===== src/rtl/valid_rate_monitor.sv =====
// Sink-side checker for a periodic single-cycle strobe: measures period, declares lock, flags early/missing pulses.
// Optional min/max period statistics (plus stats_clr) are enabled by defining VALID_RATE_MONITOR_STATS_EN.
module valid_rate_monitor #(
  parameter int CLK_FREQ    = 10_000_000,
  parameter int TARGET_FREQ = 48_000,
  parameter int TOLERANCE   = 2,
  parameter int LOCK_COUNT  = 4,
  localparam int NOMINAL    = CLK_FREQ / TARGET_FREQ,
  localparam int PMAX       = NOMINAL + TOLERANCE,
  localparam int PMIN       = NOMINAL - TOLERANCE,
  localparam int W          = $clog2(PMAX + 2)
) (
  input  logic         clk,
  input  logic         rst,
  input  logic         valid_in,
  output logic [W-1:0] period,
  output logic         period_valid,
  output logic         locked,
  output logic         early_err,
  output logic         late_err,
`ifdef VALID_RATE_MONITOR_STATS_EN
  input  logic         stats_clr,
  output logic [W-1:0] period_min,
  output logic [W-1:0] period_max,
`endif
  output logic [15:0]  err_count
);

  localparam int GW = (LOCK_COUNT < 1) ? 1 : $clog2(LOCK_COUNT + 1);
  localparam logic [W-1:0]  PMAX_W = W'(PMAX);
  localparam logic [W-1:0]  PMIN_W = W'(PMIN);
  localparam logic [GW-1:0] LOCK_G = GW'(LOCK_COUNT);

  if (TOLERANCE >= NOMINAL || LOCK_COUNT < 1) begin : g_param_check
    $error("valid_rate_monitor: TOLERANCE must be < NOMINAL and LOCK_COUNT >= 1");
  end

  typedef enum logic [1:0] {IDLE, ACQUIRE, LOCKED} state_t;

  state_t        state;
  logic [W-1:0]  cnt;
  logic [GW-1:0] good;
  logic          active;
  logic          early_hit;
  logic          late_hit;

  // A gap can only time out while valid_in is low, so early and late never coincide.
  always_comb begin
    active    = (state != IDLE);
    early_hit = active && valid_in && (cnt < PMIN_W);
    late_hit  = active && !valid_in && (cnt == PMAX_W);
  end

  always_ff @(posedge clk) begin
    if (rst) begin
      state        <= IDLE;
      cnt          <= '0;
      good         <= '0;
      period       <= '0;
      period_valid <= 1'b0;
      locked       <= 1'b0;
      early_err    <= 1'b0;
      late_err     <= 1'b0;
      err_count    <= '0;
    end else begin
      period_valid <= 1'b0;
      early_err    <= early_hit;
      late_err     <= late_hit;
      if ((early_hit || late_hit) && err_count != 16'hFFFF)
        err_count <= err_count + 16'd1;

      if (!active) begin
        cnt  <= valid_in ? W'(1) : '0;
        good <= '0;
        if (valid_in)
          state <= ACQUIRE;
      end else if (valid_in) begin
        cnt          <= W'(1);
        period       <= cnt;
        period_valid <= 1'b1;
        if (early_hit) begin
          good   <= '0;
          state  <= ACQUIRE;
          locked <= 1'b0;
        end else begin
          if (good != LOCK_G)
            good <= good + GW'(1);
          if (good >= LOCK_G - GW'(1)) begin
            state  <= LOCKED;
            locked <= 1'b1;
          end
        end
      end else if (late_hit) begin
        cnt    <= '0;
        good   <= '0;
        state  <= IDLE;
        locked <= 1'b0;
      end else begin
        cnt <= cnt + W'(1);
      end
    end
  end

`ifdef VALID_RATE_MONITOR_STATS_EN
  // Clear wins over a same-cycle measurement.
  always_ff @(posedge clk) begin
    if (rst || stats_clr) begin
      period_min <= '1;
      period_max <= '0;
    end else if (active && valid_in) begin
      if (cnt < period_min)
        period_min <= cnt;
      if (cnt > period_max)
        period_max <= cnt;
    end
  end
`endif

endmodule


===== config.mk =====
export PLATFORM = sky130hd
export DESIGN_NAME = valid_rate_monitor
export DESIGN_NICKNAME = d
export VERILOG_FILES = /design/src/rtl/valid_rate_monitor.sv
export SDC_FILE = /design/constraint.sdc
export NUM_CORES = 1
export LEC_CHECK = 0
export CORE_MARGIN = 5
export CORE_UTILIZATION = 30
export DETAILED_ROUTE_END_ITERATION = 10
export GPL_TIMING_DRIVEN = 0
export PLACE_DENSITY_LB_ADDON = 0.25
export SLEW_MARGIN = 20
export SYNTH_ARGS = -nofsm -noshare
export SYNTH_HDL_FRONTEND = slang
export SYNTH_SLANG_ARGS = --single-unit
export TNS_END_PERCENT = 100

===== constraint.sdc =====
create_clock -name clk -period 2.95 [get_ports clk]
set_input_delay 0.885 -clock clk [delete_from_list [all_inputs] [get_ports clk]]
set_output_delay 0.885 -clock clk [all_outputs]
set_load 0.05 [all_outputs]

**Word-level counts from Yosys, hierarchy flattened**

Index checks and enable logic that the tools add are counted.

- Bits in registers: 41
- Word-level logic and storage cells: 55

- Add/sub/neg operators: 3
- $lt $le $gt $ge: 2
- Eq/ne operators: 6
- Muxes and demuxes: 19
- Bitwise gates (word level): 1
- Reductions and logical operators: 15

Operator list:

| kind | count |
|---|---|
| 8-bit 2-to-1 mux | 3 |
| 16-bit by 1-bit adder with 16-bit output (second input constant) | 1 |
| 16-bit != test (second input constant) | 1 |
| 2-bit 2-to-1 mux | 6 |
| 3-bit 2-to-1 mux | 4 |
| 8-bit by 1-bit adder with 8-bit output (second input constant) | 1 |
| 8-bit equality test (second input constant) | 1 |
| 8-bit < comparator (second input constant) | 1 |
| 1-bit 2-to-1 mux | 6 |
| 3-bit by 1-bit != test with 1-bit output (second input constant) | 2 |
| 3-bit AND reduction | 2 |
| 2-bit nonzero test | 3 |
| 1-bit logical AND | 5 |
| 4-bit by 2-bit != test with 1-bit output (second input constant) | 1 |
| 2-bit AND reduction | 2 |
| 3-bit by 1-bit adder with 3-bit output (second input constant) | 1 |
| 3-bit by 2-bit greater-or-equal comparator with 1-bit output (second input constant) | 1 |
| 3-bit != test (second input constant) | 1 |
| 2-bit OR reduction | 1 |
| 1-bit logical NOT | 1 |
| 1-bit logical OR | 1 |
| 1-bit NOT | 1 |

**Longest topological paths before layout**

- Depth after elaboration: 6
- Gate-level depth with buffers: 8
- Gate-level depth less buffers: 7

**Least setup slack after synthesis**

Ideal clock, no wire load.

- Path type: input port to flip-flop
- Start: input valid_in
- End: register err_count[13]
- Setup time: 70 ps
- Data arrival time: 2467 ps
- Slack: 413 ps
- Stages on the path: 6
- Buffers on the path: 2
- Cells stage by stage: clkbuf_1 > o22ai_1 > or4_1 > buf_2 > or3_1 > a21oi_1

- Cells in the longest elaborated chain, start to end: 5
- Elaborated cells between the ends (all ways): 7
- Those cells by class: reduce/logical: 7

RTL lines:

| what | RTL line | source |
|---|---|---|
| from (decl) | 15 | `input logic valid_in,` |
| 1-bit logical NOT | 51 | `late_hit = active && !valid_in && (cnt == PMAX_W);` |
| 1-bit logical AND (2 in a row) | 51 |  |
| 1-bit logical OR (*) | 69 | `if ((early_hit \|\| late_hit) && err_count != 16'hFFFF)` |
| 1-bit logical AND (*) | 69 |  |
| to (signal assigned) | 70 | `err_count <= err_count + 16'd1;` |
| to (decl) | 26 | `output logic [15:0] err_count` |

Mark *: on every way between the ends. The rest lies on a longest branch, timed or not.
A chain may end at the register's enable or synchronous reset.

**Final worst setup path**

Same ends and word-level chain as after synthesis.

==> impl_results.md <==
* Placed cells at 330
* DR vias/cell at 5.05
* Layout area overhead at 27.1%
* Drt pass-1 iters at 4
* Post-synth EDFFs at 0
* Synth top area share at 44.1%
* Gpl congestion at 0.797
* Post-synth top cells: dfxtp_1 (41), nand2_1 (29), a21oi_1 (25), nor2_1 (21), o21ai_0 (12)
* Via count at 1706
* Worst setup path startpoint: valid_in
* Worst slew margin at between 50% and 60%
* Crit-path max cell delay at around 0.57 ns
* Area of placed instances at 0.00225 mm2
* CP top delay family: simple AND/OR/NAND/NOR gates
* Main synth FF type: dfxtp_1
* Run status: complete, no violations
* CP bufs+invs at 2
* Sequential fraction of the synthesis area at 44.1%
* Final #Nets at approximately 270
* Static Leak at between 0.7 and 0.8 nW
* DRC Markers at 0
* Register bit total from synthesis at 41
* Final Slew Violations at 0
* Min cycle time layout at 2.50 ns
* Mapped Cells at 226
* Hold Buf Count CTS at 0
* CP Cell Sequence: clkbuf_1 > o22ai_1 > or4_1 > buf_2 > or3_1 > a21oi_1
* Synth Area per Inst at 8.24 um2
* Die ar. at 0.00788 mm2
* N_diodes at 0
* Initial antenna violation count at 0
* Synthesized area at 0.00186 mm2
* Power Density at 459 mW/mm2
* Overall power at 1.09 mW
* Post-detail-place hpwl at 3070 um
* H-Tree Depth at 2
* Worst hold path type: register to register
* Worst EP required at 3.17 ns
* Worst EP arrival at roughly 2.7 ns
* Final setup viols at 0
* FILL cells at 592
* RR Startpoint: err_count[0]$_SDFFE_PP0P_
* Startpoint types: input port
* Syn nets at 235
* DR WL/cell at 12.6 um
* Fmax at 400 MHz
* Post-Layout Cell Count at 338
* Cts repair resizes at 0
* Unique masters post-synth at 35
* Worst-Margin Slew at 0.619 ns
* Critical setup path kind: input port to register
* Core area at 0.00599 mm2
* TritonCTS Buffers at 5
* Worst clock skew at 0.00853 ns
* Clock Path Buffers at 2
* IO Port Bufs at 29
* Fin area at 0.00237 mm2
* Clk sinks at slightly above 40
* Setup TNS Final at 0 ns
* Initial Util at 31.1%
* Most common cell in the netlist: dfxtp_1
* Crit path max fanout at 9
* I/O pins at 31
* Max stage delay cell, worst path: or4_1
* Initial DRC count at 70
* Final Hold Viols at 0
* Ys async rst share at 0%
* Post-CTS setup buffer count at 0
* Hold wc startpoint: period[7]$_SDFFE_PP0P_
* Layout cells sized above 1 at 5.70%
* Maxcap violations at 0
* Crit. End Element: register
* Worst skew pair latency at 0.29 ns
* Final worst path period share at 84.8%
* Die Span Y at 88.8 um
* Top cells by area, synth: dfxtp_1 (44%), a21oi_1 (6.7%), nand2_1 (5.8%), nor2_1 (4.2%), ha_1 (4.0%)
* First-pass GRT wire length at 7480 um
* Largest net degree at the start of global routing at 14
* Routed WL at 4270 um
* RSZ-0062 raised after global routing: false
* Grt total ovfl at 0
* Dominant cell type by area after synthesis: dfxtp_1
* Placement row count at 28
* DRT antenna net count at 0
* Clock slew at reported path FFs at ~0.08 ns
* Ys Warns at 0
* Die Wd at around 89 um
* GRT Resource Usage Total at 11.9%
* Root buf cell: clkbuf_8
* Vias in the first global route at 1680
* Worst vdd ir at between 0.15 and 0.2 mV
* CTS tree: built
[area by class of cell]
class / instances / area, um2 / share of cell area, %
Sequential cell: 41 / 821 / 34.7
Buffer: 9 / 35.0 / 1.48
Timing Repair Buffer: 29 / 290 / 12.3
Inverter: 6 / 22.5 / 0.952
Tap cell: 75 / 93.8 / 3.97
Clock inverter: 2 / 37.5 / 1.59
Clock buffer: 6 / 82.6 / 3.49
Multi-Input combinational cell: 170 / 983 / 41.6
[final timing paths]
kind | slack (ns) | endpoint | cells past startpoint
min | 0.47 | period[7]$_SDFFE_PP0P_ | 2
max | 0.45 | err_count[13]$_SDFFE_PP0P_ | 6
max reg2reg | 0.69 | err_count[14]$_SDFFE_PP0P_ | 6
min reg2reg | 0.47 | period[7]$_SDFFE_PP0P_ | 2
[layer usage]
layer | global-route usage (%) | routed length, um | vias up
li1 | - | - | 871
met1 | 15.5 | 2090 | 804
met2 | 19.0 | 1920 | 26
met3 | 3.26 | 215 | 5
met4 | 3.71 | 46 | 0
met5 | 0 | 0 | -
[through the flow]
stage / hold slack (ns) / worst slack (ns) / util (%)
2_1_floorplan: 0.473 / 0.413 / -
3_3_place_gp: 0.448 / 0.171 / 37.5
3_5_place_dp: 0.448 / 0.149 / 37.5
4_1_cts: 0.464 / 0.443 / 39.5
5_1_grt: 0.485 / 0.258 / 39.5
6_report: 0.466 / 0.447 / 39.5
[cells in the final DEF (no fill, tap or decap), types with 2 or more instances in the layout]
cell type,netlist,final
nor2b_1,2,2
inv_1,6,6
nand3_1,11,11
xor2_1,5,5
nor3_1,6,6
or3_1,10,10
nand2b_1,2,2
dfxtp_1,41,41
o21ai_0,12,12
clkdlybuf4s50_1,0,29
nor4_1,4,4
clkbuf_8,0,6
clkbuf_1,8,8
nand4_1,8,8
o21bai_1,2,2
nand2_1,29,29
xnor2_1,6,6
a21oi_1,25,25
ha_1,6,6
a211o_1,2,2
or4_1,2,2
nor2_1,21,21
o22ai_1,2,2
and3_1,3,3
[power by group]
group | switching (mW) | internal [mW] | total (mW)
Combinational | 0.0358 | 0.0147 | 0.0505
Clock | 0.199 | 0.275 | 0.474
Sequential | 0.00496 | 0.557 | 0.562
Total | 0.240 | 0.847 | 1.09
[logic make-up (layout without fill, tap and decap cells)]
family	after synthesis	in the layout	synth area share [%]
adders and majority gates	6	6	4.03
AOI/OAI and AO/OA	50	50	16.0
and+or+nand+nor	103	103	27.6
buffers and inverters	15	52	3.09
DFF	41	41	44.1
xor gates and xnor gates	11	11	5.17
[registers in the layout, indices dropped and copies added, names as in the netlist]
register	count
cnt	8
period	8
period_valid	1
locked	1
late_err	1
err_count	16
good	3
early_err	1
state	2
[tightest hold or removal path, stage by stage, from the launching register on]
cell	delay, ns
dfxtp_1	0.32
nand2_1	0.05
a21oi_1	0.06
Note: power is estimated with default switching activity, not from simulation.
